$ cat config.mk
export PLATFORM = sky130hd
export DESIGN_NAME = pattern_resp_misr
export DESIGN_NICKNAME = d
export VERILOG_FILES = /design/src/rtl/pattern_resp_misr.sv
export SDC_FILE = /design/constraint.sdc
export NUM_CORES = 1
export LEC_CHECK = 0
export ABC_AREA = 1
export BUFFER_PORTS_ARGS = -buffer_cell sky130_fd_sc_hd__buf_2
export CAP_MARGIN = 20
export CORE_MARGIN = 2
export CORE_UTILIZATION = 53
export DETAILED_ROUTE_END_ITERATION = 16
export PLACE_DENSITY = 0.85
export SLEW_MARGIN = 40
export SYNTH_ARGS = -nofsm -noshare
export SYNTH_HDL_FRONTEND = slang
export SYNTH_SLANG_ARGS = --single-unit
$ cat constraint.sdc
create_clock -name blif_clk_net -period 2.35 [get_ports blif_clk_net]
set_input_delay 0.47 -clock blif_clk_net [delete_from_list [all_inputs] [get_ports blif_clk_net]]
set_output_delay 0.47 -clock blif_clk_net [all_outputs]
set_load 0.02 [all_outputs]
$ cat src/rtl/pattern_resp_misr.sv
// Response compactor: folds accepted pattern-stage outputs into a MISR over a
// programmed window, then reports done/match until acknowledged.
module pattern_resp_misr #(
    parameter int unsigned DATA_W = 11,
    parameter int unsigned SIG_W  = 16,
    parameter logic [SIG_W-1:0] POLY = 16'h1021,
    parameter logic [SIG_W-1:0] SEED = 16'h0000,
    parameter int unsigned CNT_W  = 8
) (
    input  logic              blif_clk_net,
    input  logic              blif_reset_net,
    input  logic              start,
    input  logic [CNT_W-1:0]  win_len,
    input  logic              resp_valid,
    input  logic [DATA_W-1:0] resp_data,
    input  logic [SIG_W-1:0]  expect_sig,
    input  logic              abort,
    input  logic              ack,
    output logic              busy,
    output logic              done,
    output logic              match,
    output logic [SIG_W-1:0]  signature,
    output logic [CNT_W-1:0]  resp_count
);

    typedef enum logic [1:0] {
        ST_IDLE = 2'd0,
        ST_RUN  = 2'd1,
        ST_DONE = 2'd2
    } state_t;

    state_t             state_q, state_d;
    logic [SIG_W-1:0]   sig_q, sig_d;
    logic [CNT_W-1:0]   cnt_q, cnt_d;
    logic [SIG_W-1:0]   resp_ext;
    logic [SIG_W-1:0]   sig_next;

    always_ff @(posedge blif_clk_net or negedge blif_reset_net) begin
        if (!blif_reset_net) begin
            state_q <= ST_IDLE;
            sig_q   <= SEED;
            cnt_q   <= '0;
        end else begin
            state_q <= state_d;
            sig_q   <= sig_d;
            cnt_q   <= cnt_d;
        end
    end

    always_comb begin
        resp_ext = '0;
        resp_ext[DATA_W-1:0] = resp_data;
        sig_next = {sig_q[SIG_W-2:0], 1'b0} ^ (sig_q[SIG_W-1] ? POLY : '0) ^ resp_ext;
    end

    always_comb begin
        state_d = state_q;
        sig_d   = sig_q;
        cnt_d   = cnt_q;
        if (abort) begin
            // abort outranks every other request; signature is kept for inspection
            state_d = ST_IDLE;
            cnt_d   = '0;
        end else begin
            case (state_q)
                ST_IDLE: begin
                    if (start && (win_len != '0)) begin
                        state_d = ST_RUN;
                        sig_d   = SEED;
                        cnt_d   = win_len;
                    end
                end
                ST_RUN: begin
                    if (resp_valid && (cnt_q != '0)) begin
                        sig_d = sig_next;
                        cnt_d = cnt_q - 1'b1;
                        if (cnt_q == CNT_W'(1)) begin
                            state_d = ST_DONE;
                        end
                    end
                end
                ST_DONE: begin
                    if (ack) begin
                        state_d = ST_IDLE;
                    end
                end
                default: begin
                    state_d = ST_IDLE;
                end
            endcase
        end
    end

    assign busy       = (state_q == ST_RUN);
    assign done       = (state_q == ST_DONE);
    assign match      = done && (sig_q == expect_sig);
    assign signature  = sig_q;
    assign resp_count = cnt_q;

endmodule

After elaboration in Yosys (flattened, before gate mapping)
Cells that the tools add are included.
- bitwise logic cells: 3
- equality and inequality tests: 10
- add/sub/neg operators: 1
- reduce and logical (&&, ||, !) cells: 11
- muxes and demuxes: 14
- operators by type and width (kind ; number):
    $mux 16 ; 2
    $pmux 16 s2 ; 1
    $mux 8 ; 3
    $eq 16x16->1 ; 1
    $pmux 8 s2 ; 1
    $reduce_bool 8->1 ; 2
    $xor 16x11->16 ; 1
    $xor 16x13->16 ; 1
    $mux 13 ; 1
    $mux 2 ; 5
    $eq 8x1->1 const B ; 1
    $reduce_and 4->1 ; 2
    $sub 8x1->8 const B ; 1
    $ne 3x2->1 const B ; 2
    $ne 3x3->1 const B ; 2
    $pmux 2 s3 ; 1
    $logic_and 1x1->1 ; 3
    $reduce_and 3->1 ; 1
    $reduce_bool 3->1 ; 1
    $eq 2x1->1 const B ; 1
    $eq 2x2->1 const B ; 1
    $logic_not 2->1 ; 1
    $ne 2x1->1 const B ; 1
    $ne 2x2->1 const B ; 1
    2 further kinds ; 2
- word-level logic and storage cells: 42
- bits of input ports: 41
- output and inout port bits: 27
- flip-flop bits (word level): 26

Longest topological paths before layout
Gate-level depths: netlist of run 1.
- depth in word-level cells: 5
- mapped depth: 10
- gate-level depth less buffers: 9

Worst setup path after synthesis of run 1
No wires, ideal clock.
- kind: flip-flop to output port
- start point: register sig_q[15], in the netlist signature[15]
- end point: output port match
- data required time: 1880 ps
- path buffers: 1
- slack: 521 ps
- arrival: 1359 ps
- stages on the path, launching flop included: 7
- path through: dfrtp_1 -> clkbuf_1 -> xnor2_1 -> o211ai_1 -> nor2_1 -> nand3_1 -> nor2_1
- longest elaborated chain between the ends: 2
- RTL lines (element ; RTL line ; source):
    from (decl) ; 33 ; logic [SIG_W-1:0] sig_q, sig_d;
    from (signal assigned) ; 45 ; sig_q <= sig_d;
    $eq 16x16->1 ; 96 ; assign match = done && (sig_q == expect_sig);
    $logic_and 1x1->1 ; 96 ;
    to (decl) ; 21 ; output logic match,
Every way passes these cells.

Worst setup path after layout of run 1
- start point: register state_q[0]
- end point: output port match
- longest elaborated chain between the ends: 2
- RTL lines (element ; RTL line ; source):
    from (decl) ; 32 ; state_t state_q, state_d;
    from (signal assigned) ; 44 ; state_q <= state_d;
    $eq 2x2->1 ; 95 ; assign done = (state_q == ST_DONE);
    $logic_and 1x1->1 ; 96 ;
Every way passes these cells.

==> impl_metrics.ini, run 1 <==
[detailed_routing]
post_drt_wl_per_cell_um = 12.57
dr_total_vias = 1942
drt-total-wl_mm = 4.775
drt-initial-drc-count = 115
viasPerCell = 5.111
ant_nets = 0
drc = 0
dr.pass1.iters = 4

[sta]
period_share_pct = 91.71
final_hold_viol_count = 0
clock_skew_ps = 10.84
slew_violations = 0
tightest_slew_ps = 588.8
setup_tns_ps = 0
holdWs_ps = 122.0
rsz0062_at_grt = false
maxSlewHeadroom_pct = 60.74
finalSetupViolCount = 0
period_minus_slack_ps = 2155
setup_ws_ps = 194.9
fmax_ghz = 0.4640

[finish]
fill_cells = 319
postLayoutCoreUtil_pct = 67.41
diodes = 0
fin_nets = 379
drive_gt1_share_pct = 29.94
area_growth_pct = 21.37

[worst_setup_path]
cp-start-kind = flop
crit_type = flop to output port
critPathMaxFanout = 5
slowest_delay_ps = 480
worstPathArrival_ps = 1690
endpoint_kind = output port
cpMostUsedCell = nor2_1
cp_slowest_cell = dfrtp_1
path_cells = inv_2 -> nand2_1 -> a21oi_1 -> o211ai_1 -> nor2_1 -> nand3_1 -> nor2_1 -> buf_2
cp.required_ps = 1880

[global_routing]
track_usage_pct = 24.33
antenna_found_initial = 0
grt_pass1_wl_mm = 7.879
grt_overflow = 0
grt_max_degree = 27
grt_pass1_vias = 1793

[yosys]
netlist_instances = 268
synth-warning-count = 0
ys_async_sr_fraction_pct = 100.0
synth_seq_cells = 26
yosys.area.top_type_share_pct = 34.83
synth-seq-area-share_pct = 34.83
synth_cell_types = 32
ys_top_cells_by_area = dfrtp_1 35%, nand2_1 18%, nor2_1 5.2%
syn_area_per_cell_um2 = 6.970
synth_nets = 312
synth.largest_area_cell = dfrtp_1
synth_edf_count = 0
netlist_area_mm2 = 0.001868
yosysMostFrequentCell = nand2_1
synthFlopType = dfrtp_1
ys_top_cells_by_count = 91 x nand2_1, 26 x dfrtp_1, 26 x nor2_1

[clock_network]
clk_latency_ps = 330
cts_setup_buffers = 0
htreeDepth = 1
root_buffer = clkbuf_4
clk_pin_slew_worst_paths_ps = 150
cts_resized = 0
hold_buffers = 0
clockBufferDepth = 2
cts_sinks = 26
numCtsBuffers = 3
tritoncts = built

[power_and_ir_drop]
power_density_mw_per_mm2 = 1205
p_leak_nw = 1.277
ir_drop_v = 0.0005631
fin_total_pwr_mw = 2.733

[die]
dieArea_mm2 = 0.004016
dieHeight_um = 63.37
row_count = 21
ios = 68
core-area_mm2 = 0.003363
fp.dieW_um = 63.37
initial_utilization_pct = 55.54

[placement]
finalWeightedCongestion = 0.8289
place.detailed.hpwl_mm = 3.737
dpl_worst_slack_ps = 556.0
io_buffers = 67

[flow_run]
drv_cap = 0

[run_status]
status = complete, no violations

[min_path]
min_path_type = primary input to async pin
through the flow:
step,std cells,instance area [um^2]
final,380,2267
after global routing,380,2267
after CTS,380,2267
after detailed placement,376,2215
after global placement,376,2215
after floorplan,268,1868
area by class of cell:
class | count | area [um^2] | area share [%]
Tap cell | 46 | 57.56 | 2.539
Multi-Input combinational cell | 215 | 1081 | 47.68
Timing Repair Buffer | 69 | 350.3 | 15.45
Clock buffer | 3 | 22.52 | 0.9934
Sequential cell | 26 | 650.6 | 28.70
Inverter | 20 | 75.07 | 3.311
Clock inverter | 1 | 30.03 | 1.325
power breakdown:
part           switching (mW)  internal (mW)  leakage, nW
Combinational            1.02          0.533        0.898
Sequential              0.251          0.617        0.351
Clock                   0.139          0.172       0.0279
flip-flops by register name, indices dropped and copies added, names as in the netlist:
signal	cells
state_q	2
resp_count	8
signature	16
cells in the final DEF (no fill, tap or decap):
cell | Yosys | final
xnor2_1 | 2 | 2
nand2_1 | 91 | 91
nand4_1 | 3 | 3
dfrtp_1 | 26 | 26
xor2_1 | 5 | 5
o21ai_4 | 1 | 1
a21oi_1 | 18 | 18
inv_2 | 2 | 2
nor2_4 | 3 | 3
o211ai_1 | 3 | 3
o22ai_1 | 1 | 1
nor3b_1 | 1 | 1
nand2_2 | 13 | 13
inv_1 | 18 | 18
ha_1 | 3 | 3
buf_2 | 3 | 67
nand3_1 | 13 | 13
nor2_2 | 1 | 1
bufinv_16 | 0 | 1
nor3_1 | 1 | 1
clkbuf_4 | 0 | 3
buf_4 | 0 | 2
o21ai_1 | 1 | 1
nor2_1 | 26 | 26
a211oi_1 | 2 | 2
nand3_4 | 1 | 1
nand2_4 | 1 | 1
a21oi_2 | 1 | 1
o21ai_0 | 16 | 16
or2_2 | 4 | 4
a31oi_1 | 2 | 2
o21bai_1 | 2 | 2
worst max-delay path: cells and delay by family (launching register included):
family | cells | cell delay [ps]
compound gates | 2 | 210
flops | 1 | 480
simple gates | 4 | 370
buf+inv | 2 | 310
worst paths after layout:
check / start / to / slack [ps] / cells after the start
setup / recovery: state_q[0] / match / 190 / 8
hold / removal: blif_reset_net / state_q[0] / 120 / 1
setup reg to reg: resp_count[0] / resp_count[7] / 570 / 10
hold reg to reg: signature[4] / signature[4] / 530 / 2
max in group asynchronous: blif_reset_net / resp_count[0] / 1840 / 1
min in group blif_clk_net: resp_data[4] / signature[4] / 390 / 4
cells by family after synthesis:
logic type / share of synthesized area, %
buffers and inverters: 7.300
XOR/XNOR: 3.282
adder cells (fa/ha/maj): 2.010
AO/OA/AOI/OAI: 14.53
flip-flops: 34.83
AND/OR/NAND/NOR: 38.04
layer usage:
metal  GRT usage, %  wire, um  part of all wire [%]
met5              0         0                     0
met4          5.707        51                   1.1
met3          2.679       210                   4.4
met2          41.05      2366                    50
met1          33.56      2147                    45
Power figures use the tool's default switching activity.
==> run 2, diff against run 1 <==
--- a/config.mk
+++ b/config.mk
@@ -5,14 +5,14 @@
 export SDC_FILE = /design/constraint.sdc
 export NUM_CORES = 1
 export LEC_CHECK = 0
-export ABC_AREA = 1
 export BUFFER_PORTS_ARGS = -buffer_cell sky130_fd_sc_hd__buf_2
 export CAP_MARGIN = 20
 export CORE_MARGIN = 2
-export CORE_UTILIZATION = 53
+export CORE_UTILIZATION = 54
 export DETAILED_ROUTE_END_ITERATION = 16
-export PLACE_DENSITY = 0.85
+export PLACE_DENSITY = 0.86
 export SLEW_MARGIN = 40
 export SYNTH_ARGS = -nofsm -noshare
 export SYNTH_HDL_FRONTEND = slang
 export SYNTH_SLANG_ARGS = --single-unit
+export TNS_END_PERCENT = 1
==> run 2 against run 1 <==
Effect of this change: first-iteration DRC count decreased by 25%; critical path type unchanged; setup slack got worse by 170 ps; clock skew decreased by 5.2 ps; critical endpoint unchanged.
==> impl_metrics.ini, run 2 <==
[sta]
rsz0062_at_grt = true
setup_ws_ps = 20.26
period_share_pct = 99.14
clock_skew_ps = 5.676
slew_violations = 0
fmax_ghz = 0.4292
tightest_slew_ps = 581.9
final_hold_viol_count = 0
maxSlewHeadroom_pct = 61.21
setup_tns_ps = 0
holdWs_ps = 112.9
period_minus_slack_ps = 2330
finalSetupViolCount = 0

[yosys]
synth_edf_count = 0
synth-warning-count = 0
synth-adder-area-share_pct = 2.003
ys_top_cells_by_count = 26 x dfrtp_1, 22 x nor2_1, 16 x xor2_1
netlist_instances = 186
synth_top_family_by_area = simple AND/OR/NAND/NOR gates
synth-xor-area-share_pct = 13.55
synth_cell_types = 52
synth-seq-area-share_pct = 34.71
ys_top_cells_by_area = dfrtp_1 35%, xor2_1 7.5%, xnor2_1 6.1%
synth_nets = 230
synthFlopType = dfrtp_1
yosysMostFrequentCell = dfrtp_1
yosys.area.top_type_share_pct = 34.71
synth.largest_area_cell = dfrtp_1
syn_area_per_cell_um2 = 10.08
synth-simple-area-share_pct = 20.36
synth_seq_cells = 26
synth_compound_area_share_pct = 13.28
ys_async_sr_fraction_pct = 100.0
netlist_area_mm2 = 0.001874
synthMuxAreaShare_pct = 11.08

[placement]
dpl_worst_slack_ps = 167.4
finalWeightedCongestion = 0.9135
dpl_cell_area_mm2 = 0.002250
io_buffers = 67
dp_cells = 296
place.detailed.hpwl_mm = 3.353

[worst_setup_path]
reg2reg_slack_ps = 350
r2r-end = resp_count[1]
cp-start-kind = flop
r2r-start = resp_count[1]
cp.required_ps = 1880
ff2ff_path_depth = 6
endpoint_kind = output port
worstPathArrival_ps = 1860
critPathMaxFanout = 2
crit_type = flop to output port

[clock_network]
cts_sinks = 26
htreeDepth = 1
tritoncts = built
clk_latency_ps = 330
clk_pin_slew_worst_paths_ps = 150
numCtsBuffers = 3
hold_buffers = 0
root_buffer = clkbuf_4
clockBufferDepth = 2

[die]
initial_utilization_pct = 56.17
core-area_mm2 = 0.003337
fp.dieW_um = 62.92
dieArea_mm2 = 0.003958
dieHeight_um = 62.92
ios = 68
row_count = 21

[detailed_routing]
drt-total-wl_mm = 4.514
drc = 0
dr.pass1.iters = 4
post_drt_wl_per_cell_um = 14.85
drt-initial-drc-count = 86
viasPerCell = 5.474
ant_nets = 0
dr_total_vias = 1664

[power_and_ir_drop]
power_density_mw_per_mm2 = 724.4
ir_drop_v = 0.0004482
p_leak_nw = 1.190
fin_total_pwr_mw = 1.711

[finish]
final_cell_mix = 67 x buf_2, 24 x dfrtp_1, 22 x nor2_1, 14 x xor2_1, 13 x xnor2_1
largest_reg_flops = 16
area_growth_pct = 26.03
diodes = 0
final_area_mm2 = 0.002362
final_common_cell = buf_2
postLayoutCoreUtil_pct = 70.79
fin_nets = 303
fin_cells = 304
drive_gt1_share_pct = 43.80

[global_routing]
grt_max_degree = 27
grt_overflow = 0
grt_pass1_vias = 1540
track_usage_pct = 22.96
grt_pass1_wl_mm = 7.334
antenna_found_initial = 0

[min_path]
min_path_type = primary input to async pin

[run_status]
status = complete, no violations

[flow_run]
drv_cap = 0
==> run 2: layer usage <==
layer | global-route usage [%] | vias to the layer above | wire length, um
met5 | 0 | - | 0
met1 | 31.61 | 813 | 1954
li1 | - | 804 | -
met4 | 5.278 | 0 | 65
met3 | 4.324 | 6 | 215
met2 | 37.37 | 41 | 2279
==> run 2: where the power goes <==
| part | internal, mW | switching, mW | leakage [nW] |
|---|---|---|---|
| clock | 0.172 | 0.144 | 0.0279 |
| combinational | 0.349 | 0.407 | 0.815 |
| sequential | 0.524 | 0.115 | 0.347 |
| total | 1.05 | 0.666 | 1.19 |
==> run 2: worst max-delay path, cell delays in order, from the launching register on <==
cell     delay, ps
dfrtp_1        430
xor2_1         190
nor4_2         370
nand4_1        200
nor3_1         160
buf_2          190
==> run 2: area by class of cell <==
cell class	instances	area (um^2)
clock buffer	3	22.52
clock inverter	1	30.03
fill	274	974.7
inverter	9	33.78
multi-input combinational	144	1157
sequential	26	653.1
tap	46	57.56
timing repair buffer	75	407.9
==> run 2: what timing repair did <==
item | in CTS | in global routing
pin swaps | 1 | 5
buffers inserted | 0 | 4
hold endpoints to repair | 0 | 0
resized for setup | 1 | 5
endpoints found under the setup margin | 1 | 1
==> run 2: cells by family after synthesis <==
logic type / after synthesis
AOI/OAI and AO/OA: 31
DFF: 26
adders and majority gates: 3
muxes: 18
buffers and inverters: 16
xor gates and xnor gates: 29
and+or+nand+nor: 63
==> run 2: how the worst max path moves through the flow <==
stage | slack [ps] | to | from
after floorplan | 200 | match | signature[15]
after global placement | 260 | match | expect_sig[6]
after detailed placement | 170 | match | expect_sig[6]
after CTS | 6 | match | signature[6]
after global routing | -30 | match | signature[4]
final | 20 | match | signature[4]
==> run 3, diff against run 2 <==
--- a/config.mk
+++ b/config.mk
@@ -8,9 +8,10 @@
 export BUFFER_PORTS_ARGS = -buffer_cell sky130_fd_sc_hd__buf_2
 export CAP_MARGIN = 20
 export CORE_MARGIN = 2
-export CORE_UTILIZATION = 54
+export CORE_UTILIZATION = 55
+export CTS_BUF_LIST = sky130_fd_sc_hd__clkbuf_8
 export DETAILED_ROUTE_END_ITERATION = 16
-export PLACE_DENSITY = 0.86
+export PLACE_DENSITY = 0.87
 export SLEW_MARGIN = 40
 export SYNTH_ARGS = -nofsm -noshare
 export SYNTH_HDL_FRONTEND = slang
==> run 3 against run 2 <==
Effect of this change: design area down 2.0%; die area down 1.7%; flip-flop and latch count unchanged; via count up 0.66%; largest power group unchanged; cell count down 1.3%; register-to-register slack worse by 60 ps; non-clock buffer count down 4; count of clock-buffer cells in the layout up 1.
==> impl_metrics.ini, run 3 (synthesis results as in run 2) <==
[worst_setup_path]
ff2ff_path_depth = 6
critical_path.top_delay_family = simple AND/OR/NAND/NOR gates
cp.required_ps = 1880
slowest_delay_ps = 440
endpoint_kind = output port
worstPathBufferInverterCount = 1
worstPathArrival_ps = 1750
path_cells = xor2_1 -> nor4_2 -> nand4_1 -> nor3_2 -> buf_2
critPathMaxFanout = 4
crit_type = flop to output port
cp_slowest_cell = dfrtp_1
cp-start-kind = flop
r2r-end = resp_count[4]
reg2reg_slack_ps = 290
r2r-start = resp_count[1]

[finish]
final_cell_mix = 67 x buf_2, 26 x dfrtp_1, 22 x nor2_1, 16 x xor2_1, 13 x xnor2_1
largest_reg_flops = 16
final_common_cell = buf_2
diodes = 0
fin_nets = 299
drive_gt1_share_pct = 41.34
area_growth_pct = 23.56

[placement]
io_buffers = 67
dpl_worst_slack_ps = 264.4
finalWeightedCongestion = 0.8733
place.detailed.hpwl_mm = 3.387

[clock_network]
clk_pin_slew_worst_paths_ps = 90
cts_sinks = 26
htreeDepth = 1
tritoncts = built
clk_latency_ps = 270
clockBufferDepth = 2
root_buffer = clkbuf_8
numCtsBuffers = 3

[detailed_routing]
dr.pass1.iters = 4
ant_nets = 0
drt-initial-drc-count = 84
drc = 0
highest_layer = met4
dr_total_vias = 1675
wl_met1_mm = 1.945
post_drt_wl_per_cell_um = 15.27
drt-total-wl_mm = 4.580
dr_wl_met2_mm = 2.235
viasPerCell = 5.583
wl_met3_um = 274

[sta]
slew_violations = 0
rsz0062_at_grt = false
clock_skew_ps = 7.535
maxSlewHeadroom_pct = 57.03
period_share_pct = 94.39
fmax_ghz = 0.4508
finalSetupViolCount = 0
setup_ws_ps = 131.7
final_hold_viol_count = 0
setup_tns_ps = 0
tightest_slew_ps = 638.7
period_minus_slack_ps = 2218
holdWs_ps = 195.5

[power_and_ir_drop]
power_density_mw_per_mm2 = 712.4
fin_total_pwr_mw = 1.650
p_leak_nw = 1.172
ir_drop_v = 0.0006249

[die]
core-area_mm2 = 0.003311
dieArea_mm2 = 0.003891
fp.dieW_um = 62.38
row_count = 21
ios = 68
dieHeight_um = 62.38
initial_utilization_pct = 56.61

[min_path]
min_path_type = primary input to async pin

[global_routing]
grt_pass1_vias = 1549
track_usage_pct = 23.52
grt_pass1_wl_mm = 7.307
grt_max_degree = 27
antenna_found_initial = 0
grt_overflow = 0

[flow_run]
drv_cap = 0

[run_status]
status = complete, no violations
[run 3: changes by cell type in the layout (fill, tap and decap cells not counted), moves of 2 or more]
cell | previous run | this run
dfrtp_2 | 2 | 0
clkbuf_8 | 0 | 4
clkbuf_4 | 3 | 0
xor2_2 | 2 | 0
xor2_1 | 14 | 16
buf_4 | 7 | 3
dfrtp_1 | 24 | 26
[run 3: worst reg2reg max path, stage by stage (launching register included)]
cell     delay [ps]
dfrtp_1         430
inv_1           150
ha_1            190
or4b_4          500
o211a_1         290
nor2_1          250
o32ai_1         130
[run 3: worst max path at each step]
stage | cells after the start | startpoint | slack, ps | end
after global routing | 5 | signature[4] | 30 | match
final | 5 | signature[4] | 130 | match
after detailed placement | 6 | expect_sig[6] | 260 | match
after floorplan | 5 | signature[15] | 200 | match
after global placement | 6 | expect_sig[6] | 260 | match
after CTS | 5 | signature[6] | 70 | match
[run 3: layout make-up]
| cell class | count | area, um^2 |
|---|---|---|
| tap | 46 | 57.56 |
| inverter | 9 | 33.78 |
| sequential | 26 | 650.6 |
| timing repair buffer | 71 | 377.9 |
| clock buffer | 4 | 55.05 |
| fill | 282 | 994.7 |
| multi-input combinational | 144 | 1141 |
[run 3: what timing repair did]
action | 4_1_cts | 5_1_grt
setup buffers | 0 | 0
hold buffers | 0 | 0
endpoints found under the setup margin | 0 | 1
gates resized for setup | 0 | 2
[run 3: metrics by stage]
stage,utilization [%],instance area [um^2],cells
final,69.95,2316,300
after global routing,69.95,2316,300
after floorplan,-,1874,186
after detailed placement,67.95,2250,296
after CTS,69.61,2305,300
after global placement,67.95,2250,296
[run 3: layer usage]
metal | vias to the layer above | GRT usage, %
met3 | 14 | 3.604
li1 | 799 | -
met4 | 0 | 9.722
met2 | 69 | 38.86
met1 | 793 | 31.07
met5 | - | 0
[run 3: where the power goes]
| part | total (mW) | switching, mW | internal (mW) |
|---|---|---|---|
| clock network | 0.289 | 0.139 | 0.150 |
| registers | 0.644 | 0.121 | 0.522 |
| logic | 0.717 | 0.393 | 0.324 |
| total | 1.65 | 0.654 | 0.996 |
